[src/rtl/pc_gen_ras.sv]
// Fetch-stage program-counter generator with stall/exception redirect,
// register-indirect jumps and a circular return-address stack.
module pc_gen_ras #(
  parameter int unsigned     XLEN         = 32,
  parameter logic [XLEN-1:0] RESET_VECTOR = '0,
  parameter logic [XLEN-1:0] EXC_VECTOR   = XLEN'(32'h0000_0180),
  parameter int unsigned     RAS_DEPTH    = 4
) (
  input  logic            clk,
  input  logic            rst_n,
  input  logic            Stall,
  input  logic            Exception,
  input  logic            PCSrc,
  input  logic [XLEN-1:0] SignImm,
  input  logic            Jump,
  input  logic            Call,
  input  logic            Ret,
  input  logic            JumpReg,
  input  logic [25:0]     Jump_low_26Bit,
  input  logic [XLEN-1:0] RegTarget,
  output logic [XLEN-1:0] PC,
  output logic [XLEN-1:0] PCPlus4,
  output logic [XLEN-1:0] EPC,
  output logic [XLEN-1:0] RasTop,
  output logic            RasEmpty,
  output logic            RasOverflow,
  output logic            RasUnderflow
);

  localparam int unsigned PtrW = (RAS_DEPTH > 1) ? $clog2(RAS_DEPTH) : 1;
  localparam int unsigned CntW = $clog2(RAS_DEPTH + 1);
  localparam logic [CntW-1:0] CntFull = CntW'(RAS_DEPTH);

  logic [XLEN-1:0] pc_q, pc_d;
  logic [XLEN-1:0] epc_q, epc_d;
  logic [PtrW-1:0] tp_q, tp_d;
  logic [CntW-1:0] cnt_q, cnt_d;
  logic            ovf_q, ovf_d;
  logic            unf_q, unf_d;
  logic            push;
  logic [XLEN-1:0] ras_q [RAS_DEPTH];

  logic [XLEN-1:0] pc_plus4;
  logic [XLEN-1:0] pc_jump;
  logic [XLEN-1:0] pc_branch;
  logic [XLEN-1:0] ras_top;

  assign pc_plus4  = pc_q + XLEN'(4);
  assign pc_jump   = {pc_plus4[XLEN-1:28], Jump_low_26Bit, 2'b00};
  assign pc_branch = pc_plus4 + (SignImm << 2);
  assign ras_top   = (cnt_q != '0) ? ras_q[tp_q] : '0;

  always_comb begin
    pc_d  = pc_q;
    epc_d = epc_q;
    tp_d  = tp_q;
    cnt_d = cnt_q;
    ovf_d = ovf_q;
    unf_d = unf_q;
    push  = 1'b0;
    if (Exception) begin
      // Only the count is cleared; stale entries are unreachable until overwritten.
      pc_d  = EXC_VECTOR;
      epc_d = pc_q;
      cnt_d = '0;
    end else if (!Stall) begin
      if (Ret) begin
        if (cnt_q != '0) begin
          pc_d  = ras_top;
          tp_d  = tp_q - PtrW'(1);
          cnt_d = cnt_q - CntW'(1);
        end else begin
          pc_d  = RegTarget;
          unf_d = 1'b1;
        end
      end else if (Call) begin
        pc_d = pc_jump;
        push = 1'b1;
        tp_d = tp_q + PtrW'(1);
        // A full stack wraps onto its oldest entry and the count saturates.
        if (cnt_q == CntFull) begin
          ovf_d = 1'b1;
        end else begin
          cnt_d = cnt_q + CntW'(1);
        end
      end else if (JumpReg) begin
        pc_d = RegTarget;
      end else if (Jump) begin
        pc_d = pc_jump;
      end else if (PCSrc) begin
        pc_d = pc_branch;
      end else begin
        pc_d = pc_plus4;
      end
    end
  end

  always_ff @(posedge clk or negedge rst_n) begin
    if (!rst_n) begin
      pc_q  <= RESET_VECTOR;
      epc_q <= '0;
      tp_q  <= '0;
      cnt_q <= '0;
      ovf_q <= 1'b0;
      unf_q <= 1'b0;
    end else begin
      pc_q  <= pc_d;
      epc_q <= epc_d;
      tp_q  <= tp_d;
      cnt_q <= cnt_d;
      ovf_q <= ovf_d;
      unf_q <= unf_d;
    end
  end

  always_ff @(posedge clk) begin
    if (push) begin
      ras_q[tp_d] <= pc_plus4;
    end
  end

  assign PC           = pc_q;
  assign PCPlus4      = pc_plus4;
  assign EPC          = epc_q;
  assign RasTop       = ras_top;
  assign RasEmpty     = (cnt_q == '0);
  assign RasOverflow  = ovf_q;
  assign RasUnderflow = unf_q;

endmodule
[config.mk]
export PLATFORM = sky130hd
export DESIGN_NAME = pc_gen_ras
export DESIGN_NICKNAME = d
export VERILOG_FILES = /design/src/rtl/pc_gen_ras.sv
export SDC_FILE = /design/constraint.sdc
export NUM_CORES = 1
export LEC_CHECK = 0
export ABC_AREA = 1
export CAP_MARGIN = 20
export CELL_PAD_IN_SITES_DETAIL_PLACEMENT = 0
export CELL_PAD_IN_SITES_GLOBAL_PLACEMENT = 1
export CORE_ASPECT_RATIO = 1.2
export CORE_MARGIN = 10
export CORE_UTILIZATION = 39
export DETAILED_ROUTE_END_ITERATION = 10
export PLACE_DENSITY_LB_ADDON = 0.1
export SETUP_SLACK_MARGIN = 0.15
export SKIP_CTS_REPAIR_TIMING = 1
export SLEW_MARGIN = 5
export SYNTH_ARGS = -nofsm -noshare
export SYNTH_HDL_FRONTEND = slang
export SYNTH_SLANG_ARGS = --single-unit
[constraint.sdc]
create_clock -name clk -period 3.91 [get_ports clk]
set_input_delay 0.9775 -clock clk [delete_from_list [all_inputs] [get_ports clk]]
set_output_delay 0.9775 -clock clk [all_outputs]
set_load 0.02 [all_outputs]
==> impl_metrics.tcl <==
set metrics [dict create \
    status "finished, final reports clean" \
    cp_data_required_time_ns 2.93 \
    firstDrtPassIters 5 \
    max_stage_delay_ns 0.61 \
    fp-row-count 70 \
    numPortBuffers 227 \
    synth_nets 1693 \
    startpoint_type "flop" \
    drtIter0Drc 1176 \
    ir_worst_vdd_v 0.000414 \
    clockBufferDepth 2 \
    dpl.hpwl_mm 40.3 \
    powerDensity_nw_per_um2 575 \
    area_growth_pct 32.9 \
    stdcell_area_um2 16100 \
    hold_viol 0 \
    diodes 0 \
    fp.dieH_um 213 \
    grt_use_total_pct 25.7 \
    rr_startpoint "PC[2]" \
    ys_seq_area_share_pct 46.3 \
    totalWireLength_mm 51.3 \
    ys_ff_latch 199 \
    grt_pass1_wl_mm 74.3 \
    die_area_um2 38600 \
    grt_overflow 0 \
    placed_cell_area_um2 15200 \
    grt_max_degree 72 \
    worst_setup_path_end_kind "output pin" \
    gp_congestion 0.954 \
    ant_nets 0 \
    skew_ns 0.0161 \
    worstMarginPinSlew_ns 0.959 \
    hold_path.class "reg -> reg" \
    cts_root_buf "clkbuf_16" \
    cap_violations 0 \
    drive_gt1_share_pct 10.1 \
    synthCells 1556 \
    netlist_area_um2 12100 \
    ff_latch_area_um2 5630 \
    cts_made_buffers 17 \
    fin_nets 1952 \
    antenna_found_initial 0 \
    tns_ns 0 \
    remaining_drc_errors 0 \
    setup_viol 0 \
    worstPathArrival_ns 2.71 \
    crit_path_top_delay_cell "clkdlybuf4s50_1" \
    p_leak_nw 7.12 \
    power.total_w 0.00927 \
    maxSlewViolCount 0 \
    ctsHtreeMaxLevel 4 \
    max_freq_mhz 271 \
    viasPerCell 5.42 \
    avgSynthCellArea_um2 7.80 \
    slew_headroom_pct 35.2 \
    crit_fanout 5 \
    wl_per_cell_um 23.0 \
    dp_cells 2186 \
    dr_total_vias 12000 \
    min_path_cells 2 \
    multi_input_area_um2 5740 \
    cts_tree "done" \
    ys_warn_count 0 \
    r2r-end "PC[22]" \
    layout_min_cycle_time_ns 3.69 \
    ys_types 46 \
    clk_latency_ns 0.46 \
    min-delay-start "EPC[30]" \
    cp_top_family "buffers and inverters" \
    initial_core_util_pct 39.7 \
    grt_pass1_vias 11700 \
    rrSetupSlack_ns 0.35 \
    hold_path_end "EPC[30]" \
    rsz0062_at_grt "yes" \
    n_fill_cell 3004 \
    reg2reg_depth 20 \
    crit_type "reg -> out" \
    fin_crit_sh_pct 94.4 \
    die_w_um 181 \
    stdcell_count 2224 \
    clk_pin_slew_worst_paths_ns 0.08 \
    path_buf_inv 3 \
    coreArea_um2 30600 \
    clock-sinks 199 \
    ios 230 \
    cp_cell_sequence "inv_1 > nor3_1 > nand2_1 > nor2_4 > xor2_4 > buf_4 > clkdlybuf4s50_1" \
    path_depth 7 \
]
[power breakdown]
| group | switching [W] | internal, W |
|---|---|---|
| Combinational | 0.00309 | 0.00171 |
| Sequential | 0.000182 | 0.00249 |
| Clock | 0.000887 | 0.000916 |
[worst register-to-register path, delay by kind of cell (launching register included)]
| family | cells | cell delay (ns) |
|---|---|---|
| AND/OR/NAND/NOR | 14 | 1.82 |
| buffers and inverters | 4 | 0.67 |
| adder cells (fa/ha/maj) | 1 | 0.45 |
| flip-flops | 1 | 0.35 |
| AO/OA/AOI/OAI | 1 | 0.17 |
[cell usage after synthesis, drive strengths merged]
library cell	count	area, um2
a211oi	16	120
a21boi	1	7.51
a21o	3	22.5
a21oi	57	285
a221o	2	20.0
a221oi	2	17.5
a22o	4	35.0
a22oi	6	45.0
a31o	1	8.76
a31oi	12	75.1
a41oi	17	149
and2	1	6.26
and3	1	6.26
buf	24	130
clkbuf	30	114
clkinv	1	3.75
dfrtp	71	1780
edfxtp	128	3840
fa	2	40.0
ha	36	450
inv	199	747
nand2	478	1800
nand3	115	581
nand3b	2	15.0
nand4	19	119
nor2	132	551
nor3	14	80.1
nor4	1	6.26
o211ai	8	60.1
o21a	1	7.51
o21ai	122	611
o21bai	9	67.6
o221ai	6	52.6
o22ai	11	68.8
o32ai	1	8.76
or2	3	18.8
xor2	20	175
[worst max path at each step]
stage,startpoint,to,slack (ns)
2_1_floorplan,Ret,ras_q[1][0],0.21
3_3_place_gp,PC[3],PC[22],0.19
3_5_place_dp,PC[3],PCPlus4[20],0.18
4_1_cts,PC[3],PCPlus4[20],-0.31
5_1_grt,PC[3],PC[24],0.13
6_report,PC[9],PCPlus4[14],0.22
[layout by cell type, fill, tap and decap left out, drive strengths merged, types with 2 or more instances in the layout]
master and count:
clkinv 5, o221ai 6, nand3b 2, a21o 3, dfrtp 71, buf 71, o21ai 122, o21bai 9
edfxtp 128, o211ai 8, clkbuf 17, ha 36, a221oi 2, o22ai 11, clkinvlp 7, a221o 2
fa 2, inv 202, a22oi 6, nand3 115, clkdlybuf4s50 204, xor2 20, a41oi 17, dlymetal6s2s 19
nand4 19, a31oi 12, nor3 14, nand2 478, nor2 132, a211oi 16, a22o 4, a21oi 57
or2 3
[logic make-up after synthesis]
family	Yosys count	synth area share, %
fa+ha+maj	38	4.04
compound gates	279	13.7
xor+xnor	20	1.44
buf+inv	254	8.20
simple gates	766	26.3
flops	199	46.3
[per-stage QoR]
step                hold WS, ns  setup WS (ns)  util [%]
finish                    0.477          0.218      52.7
global route              0.504          0.131      52.7
CTS                       0.481         -0.306      51.7
detailed placement        0.462          0.178      49.8
global placement          0.455          0.189      49.8
floorplan                 0.531          0.206         -
[state kept, by name (all words and copies together), names as in the netlist]
name / count
PC: 32
EPC: 32
tp_q: 2
RasOverflow: 1
cnt_q: 3
ras_q: 128
RasUnderflow: 1
[per-layer routing]
layer | vias to the layer above | track usage [%] | wire length, um
li1 | 5716 | - | -
met1 | 5807 | 33.4 | 22100
met2 | 455 | 41.5 | 23800
met3 | 71 | 4.59 | 3490
met4 | 0 | 10.3 | 1860
met5 | - | 0 | 0
[area by class of cell]
| class | count | area share (%) |
|---|---|---|
| timing repair buffer | 294 | 17.9 |
| clock inverter | 15 | 1.05 |
| clock buffer | 17 | 2.64 |
| inverter | 200 | 4.82 |
| multi-input combinational | 1103 | 35.6 |
| tap | 396 | 3.07 |
| sequential | 199 | 34.9 |
Power figures use the tool's default switching activity.
